==> src/rtl/seq_divider.sv <==
// Sequential unsigned restoring divider: one quotient bit per clock, start/done handshake
// matching the shift-add multiplier so both can share one arithmetic control path.
module seq_divider #(
    parameter int WIDTH = 4
) (
    input  logic             clk,
    input  logic             rst,
    input  logic             start,
    input  logic [WIDTH-1:0] a,
    input  logic [WIDTH-1:0] b,
    output logic [WIDTH-1:0] q,
    output logic [WIDTH-1:0] r,
    output logic             done,
    output logic             busy,
    output logic             div_by_zero
);

    localparam int CW = $clog2(WIDTH + 1);

    typedef enum logic [1:0] {
        IDLE,
        CALC,
        DONE
    } state_t;

    state_t state_reg, state_next;

    logic [WIDTH-1:0] dvd_reg, dvd_next;
    logic [WIDTH-1:0] divisor_reg, divisor_next;
    // The settled remainder is always below the divisor, so only the shifted
    // trial value needs the extra (WIDTH+1)th bit.
    logic [WIDTH-1:0] rem_reg, rem_next;
    logic [CW-1:0]    count_reg, count_next;
    logic [WIDTH-1:0] q_reg, q_next;
    logic [WIDTH-1:0] r_reg, r_next;
    logic             done_reg, done_next;
    logic             busy_reg, busy_next;
    logic             dbz_reg, dbz_next;

    logic [WIDTH:0]   rem_shift;
    logic [WIDTH-1:0] rem_sub;
    logic [WIDTH-1:0] rem_new;
    logic [WIDTH-1:0] dvd_new;
    logic             fits;

    // One restoring step: bring down the next dividend bit, subtract if it fits.
    assign rem_shift = {rem_reg, dvd_reg[WIDTH-1]};
    assign fits      = (rem_shift >= {1'b0, divisor_reg});
    assign rem_sub   = rem_shift[WIDTH-1:0] - divisor_reg;
    assign rem_new   = fits ? rem_sub : rem_shift[WIDTH-1:0];
    assign dvd_new   = {dvd_reg[WIDTH-2:0], fits};

    always_comb begin
        state_next   = state_reg;
        dvd_next     = dvd_reg;
        divisor_next = divisor_reg;
        rem_next     = rem_reg;
        count_next   = count_reg;
        q_next       = q_reg;
        r_next       = r_reg;
        done_next    = 1'b0;
        busy_next    = busy_reg;
        dbz_next     = dbz_reg;

        case (state_reg)
            IDLE: begin
                if (start) begin
                    dvd_next     = a;
                    divisor_next = b;
                    rem_next     = '0;
                    dbz_next     = 1'b0;
                    if (b == '0) begin
                        q_next     = '1;
                        r_next     = a;
                        dbz_next   = 1'b1;
                        done_next  = 1'b1;
                        count_next = '0;
                        state_next = DONE;
                    end else begin
                        count_next = CW'(WIDTH);
                        busy_next  = 1'b1;
                        state_next = CALC;
                    end
                end
            end
            CALC: begin
                rem_next   = rem_new;
                dvd_next   = dvd_new;
                count_next = count_reg - CW'(1);
                if (count_reg == CW'(1)) begin
                    q_next     = dvd_new;
                    r_next     = rem_new;
                    busy_next  = 1'b0;
                    done_next  = 1'b1;
                    state_next = DONE;
                end
            end
            DONE: begin
                state_next = IDLE;
            end
            default: begin
                state_next = IDLE;
            end
        endcase
    end

    always_ff @(posedge clk or posedge rst) begin
        if (rst) begin
            state_reg   <= IDLE;
            dvd_reg     <= '0;
            divisor_reg <= '0;
            rem_reg     <= '0;
            count_reg   <= '0;
            q_reg       <= '0;
            r_reg       <= '0;
            done_reg    <= 1'b0;
            busy_reg    <= 1'b0;
            dbz_reg     <= 1'b0;
        end else begin
            state_reg   <= state_next;
            dvd_reg     <= dvd_next;
            divisor_reg <= divisor_next;
            rem_reg     <= rem_next;
            count_reg   <= count_next;
            q_reg       <= q_next;
            r_reg       <= r_next;
            done_reg    <= done_next;
            busy_reg    <= busy_next;
            dbz_reg     <= dbz_next;
        end
    end

    assign q           = q_reg;
    assign r           = r_reg;
    assign done        = done_reg;
    assign busy        = busy_reg;
    assign div_by_zero = dbz_reg;

endmodule

==> config.mk <==
export PLATFORM = sky130hd
export DESIGN_NAME = seq_divider
export DESIGN_NICKNAME = d
export VERILOG_FILES = /design/src/rtl/seq_divider.sv
export SDC_FILE = /design/constraint.sdc
export NUM_CORES = 1
export LEC_CHECK = 0
export ABC_CLOCK_PERIOD_IN_PS = 2200
export BUFFER_PORTS_ARGS = -buffer_cell sky130_fd_sc_hd__buf_2
export CAP_MARGIN = 20
export CORE_MARGIN = 5
export CORE_UTILIZATION = 50
export DETAILED_ROUTE_END_ITERATION = 7
export GPL_ROUTABILITY_DRIVEN = 0
export PLACE_DENSITY_LB_ADDON = 0.25
export SYNTH_ARGS = -nofsm -noshare
export SYNTH_HDL_FRONTEND = slang
export SYNTH_SLANG_ARGS = --single-unit
export TNS_END_PERCENT = 50
==> constraint.sdc <==
create_clock -name clk -period 2.2 [get_ports clk]
set_input_delay 0.44 -clock clk [delete_from_list [all_inputs] [get_ports clk]]
set_output_delay 0.44 -clock clk [all_outputs]
set_load 0.005 [all_outputs]
# Yosys cells after proc, flatten, opt, wreduce, memory -nomap -nowiden
# Index checks and enable logic that the tools add are counted.
dict set report totals {
  latch_bits 0
  memories 0
  word_cells 55
  input_bits 11
  rom_bits 0
  out_inout_bits 11
  register_bits 28
  ram_bits 0
}
dict set report op_classes {
  mux 28
  div_mod_pow 0
  magnitude_cmp 1
  addsub 2
  bitwise_logic 0
  multipliers 0
  reduce_logical 8
  eq_ne 6
  n_shift 0
}
# operator count
set op_table {}
lappend op_table {{4-bit two-way mux} 9}
lappend op_table {{4-bit case mux with 2 select lines} 4}
lappend op_table {{2-bit inequality test, second input constant} 4}
lappend op_table {{4-bit AND reduction} 2}
lappend op_table {{1-bit two-way mux} 6}
lappend op_table {{2-bit two-way mux} 3}
lappend op_table {{3-bit two-way mux} 2}
lappend op_table {{3-bit case mux with 2 select lines} 1}
lappend op_table {{2-bit AND reduction} 3}
lappend op_table {{5-bit by 4-bit >= comparator with 1-bit output} 1}
lappend op_table {{4-bit logical NOT} 1}
lappend op_table {{1-bit case mux with 2 select lines} 2}
lappend op_table {{2-bit case mux with 2 select lines} 1}
lappend op_table {{4-bit subtractor} 1}
lappend op_table {{3-bit by 1-bit equality test with 1-bit output, second input constant} 1}
lappend op_table {{3-bit by 1-bit subtractor with 3-bit output, second input constant} 1}
lappend op_table {{2-bit by 1-bit equality test with 1-bit output, second input constant} 1}
lappend op_table {{2-bit logical NOT} 1}
lappend op_table {{2-bit nonzero test} 1}

# Logic depth before layout (Yosys ltp)
dict set report depth {
  word_depth 4
  ltp_mapped 7
  depth_no_buf 6
}

# Worst setup path before layout
# No wires, ideal clock.
dict set report synth_timing {
  path_kind {reg-to-reg}
  startpoint {register dvd_reg[3]}
  endpoint {register r_reg[1], in the netlist r[1]}
  path_buffers 0
  arrival_ns 1.761
  t_required_ns 2.116
  path_slack_ns 0.355
  synth_period_minus_slack_ns 1.845
  stages_incl_launch_ff 6
  setup_ns 0.084
  cell_sequence {dfrtp_1 > inv_1 > ha_1 > fa_1 > or4_1 > a41oi_2}
}
dict set report synth_between {
  elab_chain_cells 4
  elab_cells_between_ends 5
  classes_between {add/sub (1); order compare (1); mux (3)}
}
# item line_no
set synth_rtl {}
lappend synth_rtl {{start: declaration} 28} ;# logic [WIDTH-1:0] dvd_reg, dvd_next;
lappend synth_rtl {{start signal: assignment} 121} ;# dvd_reg <= dvd_next;
lappend synth_rtl {{4-bit subtractor / 5-bit by 4-bit >= comparator with 1-bit output (equally long branches)} {49, 48}}
lappend synth_rtl {{4-bit two-way mux *} 50} ;# assign rem_new = fits ? rem_sub : rem_shift[WIDTH-1:0];
lappend synth_rtl {{4-bit two-way mux *} 90} ;# if (count_reg == CW'(1)) begin
lappend synth_rtl {{4-bit case mux with 2 select lines *} 65} ;# case (state_reg)
lappend synth_rtl {{end signal: assignment} 126} ;# r_reg <= r_next;
lappend synth_rtl {{end: declaration} 35} ;# logic [WIDTH-1:0] r_reg, r_next;
# Mark *: on every way between the ends. The rest lies on a longest branch, timed or not. The select of a mux whose other input is x is not followed.
# A chain may end at the register's enable or synchronous reset.

# Worst setup path in the final report
# Same ends and word-level chain as after synthesis.

==> metrics.txt <==
synthesized area per cell approximately 11 µm²; final slew viol count 0; reg-to-reg critical path startpoint dvd_reg[3]$_DFFE_PP0P_; fin area 0.001715 mm²; layout net count approximately 190; outcome finished clean; Total Wirelength 3300 µm; Setup crit end r[1]$_DFFE_PP0P_; utilization after layout 0.5761; crit-path max FO 4; DP HPWL about 2500 µm; mean routed wirelength per cell ~16 µm; grt ovf 0; Core ar. 0.002978 mm²; Post-synth ARST share 1.000; die width about 65 µm; maxcap violations 0; drt pass-1 iters 4; port bufs 21; Antenna Diode Count 0; GR peak layer met2; Post-CTS Setup Bufs 0; met1 Use GR 0.2150; Core Rows 20; initial detailed-routing violation count 71; clk_skew 7.349 ps; CTS Buffer Depth 2; die height 65.01 µm; Num Clock Sinks 28; achievable frequency 0.4954 GHz; DRC viols 0; post-route ant nets 0; synthesis-stage register bit count 28; placed instance area 0.001663 mm²; Crit. End Element register; # IOs 22; pre-CTS setup slack around 220 ps; Seq/Total Area, Yosys 0.4632; vias in the first global route 1,188; RSZ-0062 raised after global routing no; Period minus WS final 2019 ps; worst hold path class in -> async; met2 Usage GRT 0.2886; worst reg2reg path endpoint r[1]$_DFFE_PP0P_; clock slew at reported path FFs around 160 ps; gr usage total 0.1718; CP Class reg -> reg; pin count of the biggest net entering global routing 29; syn_nets around 160; CTS tree built; Setup WS post-layout 181.2 ps; synth unique cells 42; Final Power around 2.7 mW; Worst-Skew Late Latency around 340 ps; cells after synthesis ~140; Tcrit/Tclk final 0.9176; Layout fillers 252; Critical path origin dvd_reg[3]$_DFFE_PP0P_; CP Data Arrival Time 2290 ps; R2R depth 5; met3 usage 0.03813; synth warn 0; initial core utilization 0.5080; final setup vio count 0; Final Hold Vio Count 0; layout cells sized above 1 0.2500; Worst Setup Start Kind register; Slew @ Worst Pin roughly 540 ps; Vias between 1,000 and 1,500; Num CTS Buffers 3; Critical Path RT roughly 2500 ps; full die area roughly 0.0042 mm²; number of flops mapped to enable cells by yosys 0; placed cell count 197; pwr/cell area 1593 mW/mm²; worst reg-to-reg setup slack roughly 180 ps; H-tree depth 1; relative slew slack 0.6395; Max rail drop VDD 0.6777 mV; CTS root buf clkbuf_4; DR vias/cell between 5 and 6; global-route wire length before repair between 5000 and 6000 µm; setup TNS 0 ps; post-CTS sizing 0; P_leak 0.7672 nW; Hold WS roughly 130 ps; Layout Cells excl Fill about 200; Syn Std Cell Area 0.001513 mm²; Synth Flop Type dfrtp_1; P&R area growth vs syn 13.40%; initial antenna violation count 0; Post-CTS Hold Fix Bufs 0
[per-layer routing]
layer  up-vias  routed length (µm)
li1        560                   -
met1       578                1532
met2        31                1531
met3         6                 191
met4         0                  44
met5         -                   0
[cells in the mapped netlist (2+ instances only)]
cell / number / area (µm²)
inv_1: 10 / 37.54
a21oi_1: 9 / 45.04
and2_1: 2 / 12.51
ha_1: 6 / 75.07
nor2b_1: 3 / 18.77
a21boi_0: 2 / 15.01
nand2_1: 17 / 63.81
buf_2: 3 / 15.01
o211ai_1: 4 / 30.03
mux2i_1: 3 / 30.03
nor2_1: 6 / 22.52
dfrtp_1: 28 / 700.7
o21ai_0: 8 / 40.04
nand3_1: 5 / 25.02
a41oi_2: 3 / 48.80
mux2_1: 2 / 22.52
or4_1: 3 / 22.52
nand2b_1: 3 / 18.77
clkbuf_1: 2 / 7.510
nor3b_1: 3 / 22.52
[logic make-up after synthesis]
group | count (synthesis) | share of synthesized area
and+or+nand+nor | 50 | 0.1861
AOI/OAI and AO/OA | 35 | 0.1828
DFF | 28 | 0.4632
buffers and inverters | 16 | 0.04715
muxes | 7 | 0.05211
adders and majority gates | 7 | 0.06286
xor gates and xnor gates | 1 | 0.005791
[worst min path at each step]
stage / endpoint / slack [ps] / start
3_5_place_dp: div_by_zero$_DFFE_PP0P_ / 460 / div_by_zero$_DFFE_PP0P_
6_report: dvd_reg[1]$_DFFE_PP0P_ / 130 / rst
4_1_cts: dvd_reg[1]$_DFFE_PP0P_ / 140 / rst
2_1_floorplan: count_reg[1]$_DFFE_PP0P_ / 470 / count_reg[1]$_DFFE_PP0P_
5_1_grt: dvd_reg[1]$_DFFE_PP0P_ / 180 / rst
3_3_place_gp: div_by_zero$_DFFE_PP0P_ / 460 / div_by_zero$_DFFE_PP0P_
[layout make-up]
type / instances / area (µm²) / area share
multi-input combinational: 100 / 740.7 / 0.4318
sequential: 28 / 700.7 / 0.4085
timing repair buffer: 26 / 142.6 / 0.08315
tap: 33 / 41.29 / 0.02407
inverter: 10 / 37.54 / 0.02188
clock inverter: 1 / 30.03 / 0.01751
clock buffer: 3 / 22.52 / 0.01313
[layout by cell type, fill, tap and decap left out, types with 5 or more instances in the layout]
cell | Yosys | final
dfrtp_1 | 28 | 28
buf_2 | 3 | 21
nand2_1 | 17 | 17
inv_1 | 10 | 10
a21oi_1 | 9 | 9
o21ai_0 | 8 | 8
nor2_1 | 6 | 6
ha_1 | 6 | 6
nand3_1 | 5 | 5
buf_4 | 0 | 5
[report_power, final]
part	leakage, nW	internal, mW	switching (mW)
registers	0.325	0.756	0.165
logic	0.414	0.644	0.824
clock network	0.0279	0.184	0.160
[worst max-delay path: stages, from the launching register on]
cell and delay (ps):
dfrtp_1 410, inv_1 80, ha_1 240, fa_1 430, or4_1 580, a41oi_2 210
Note: power is estimated with default switching activity, not from simulation.
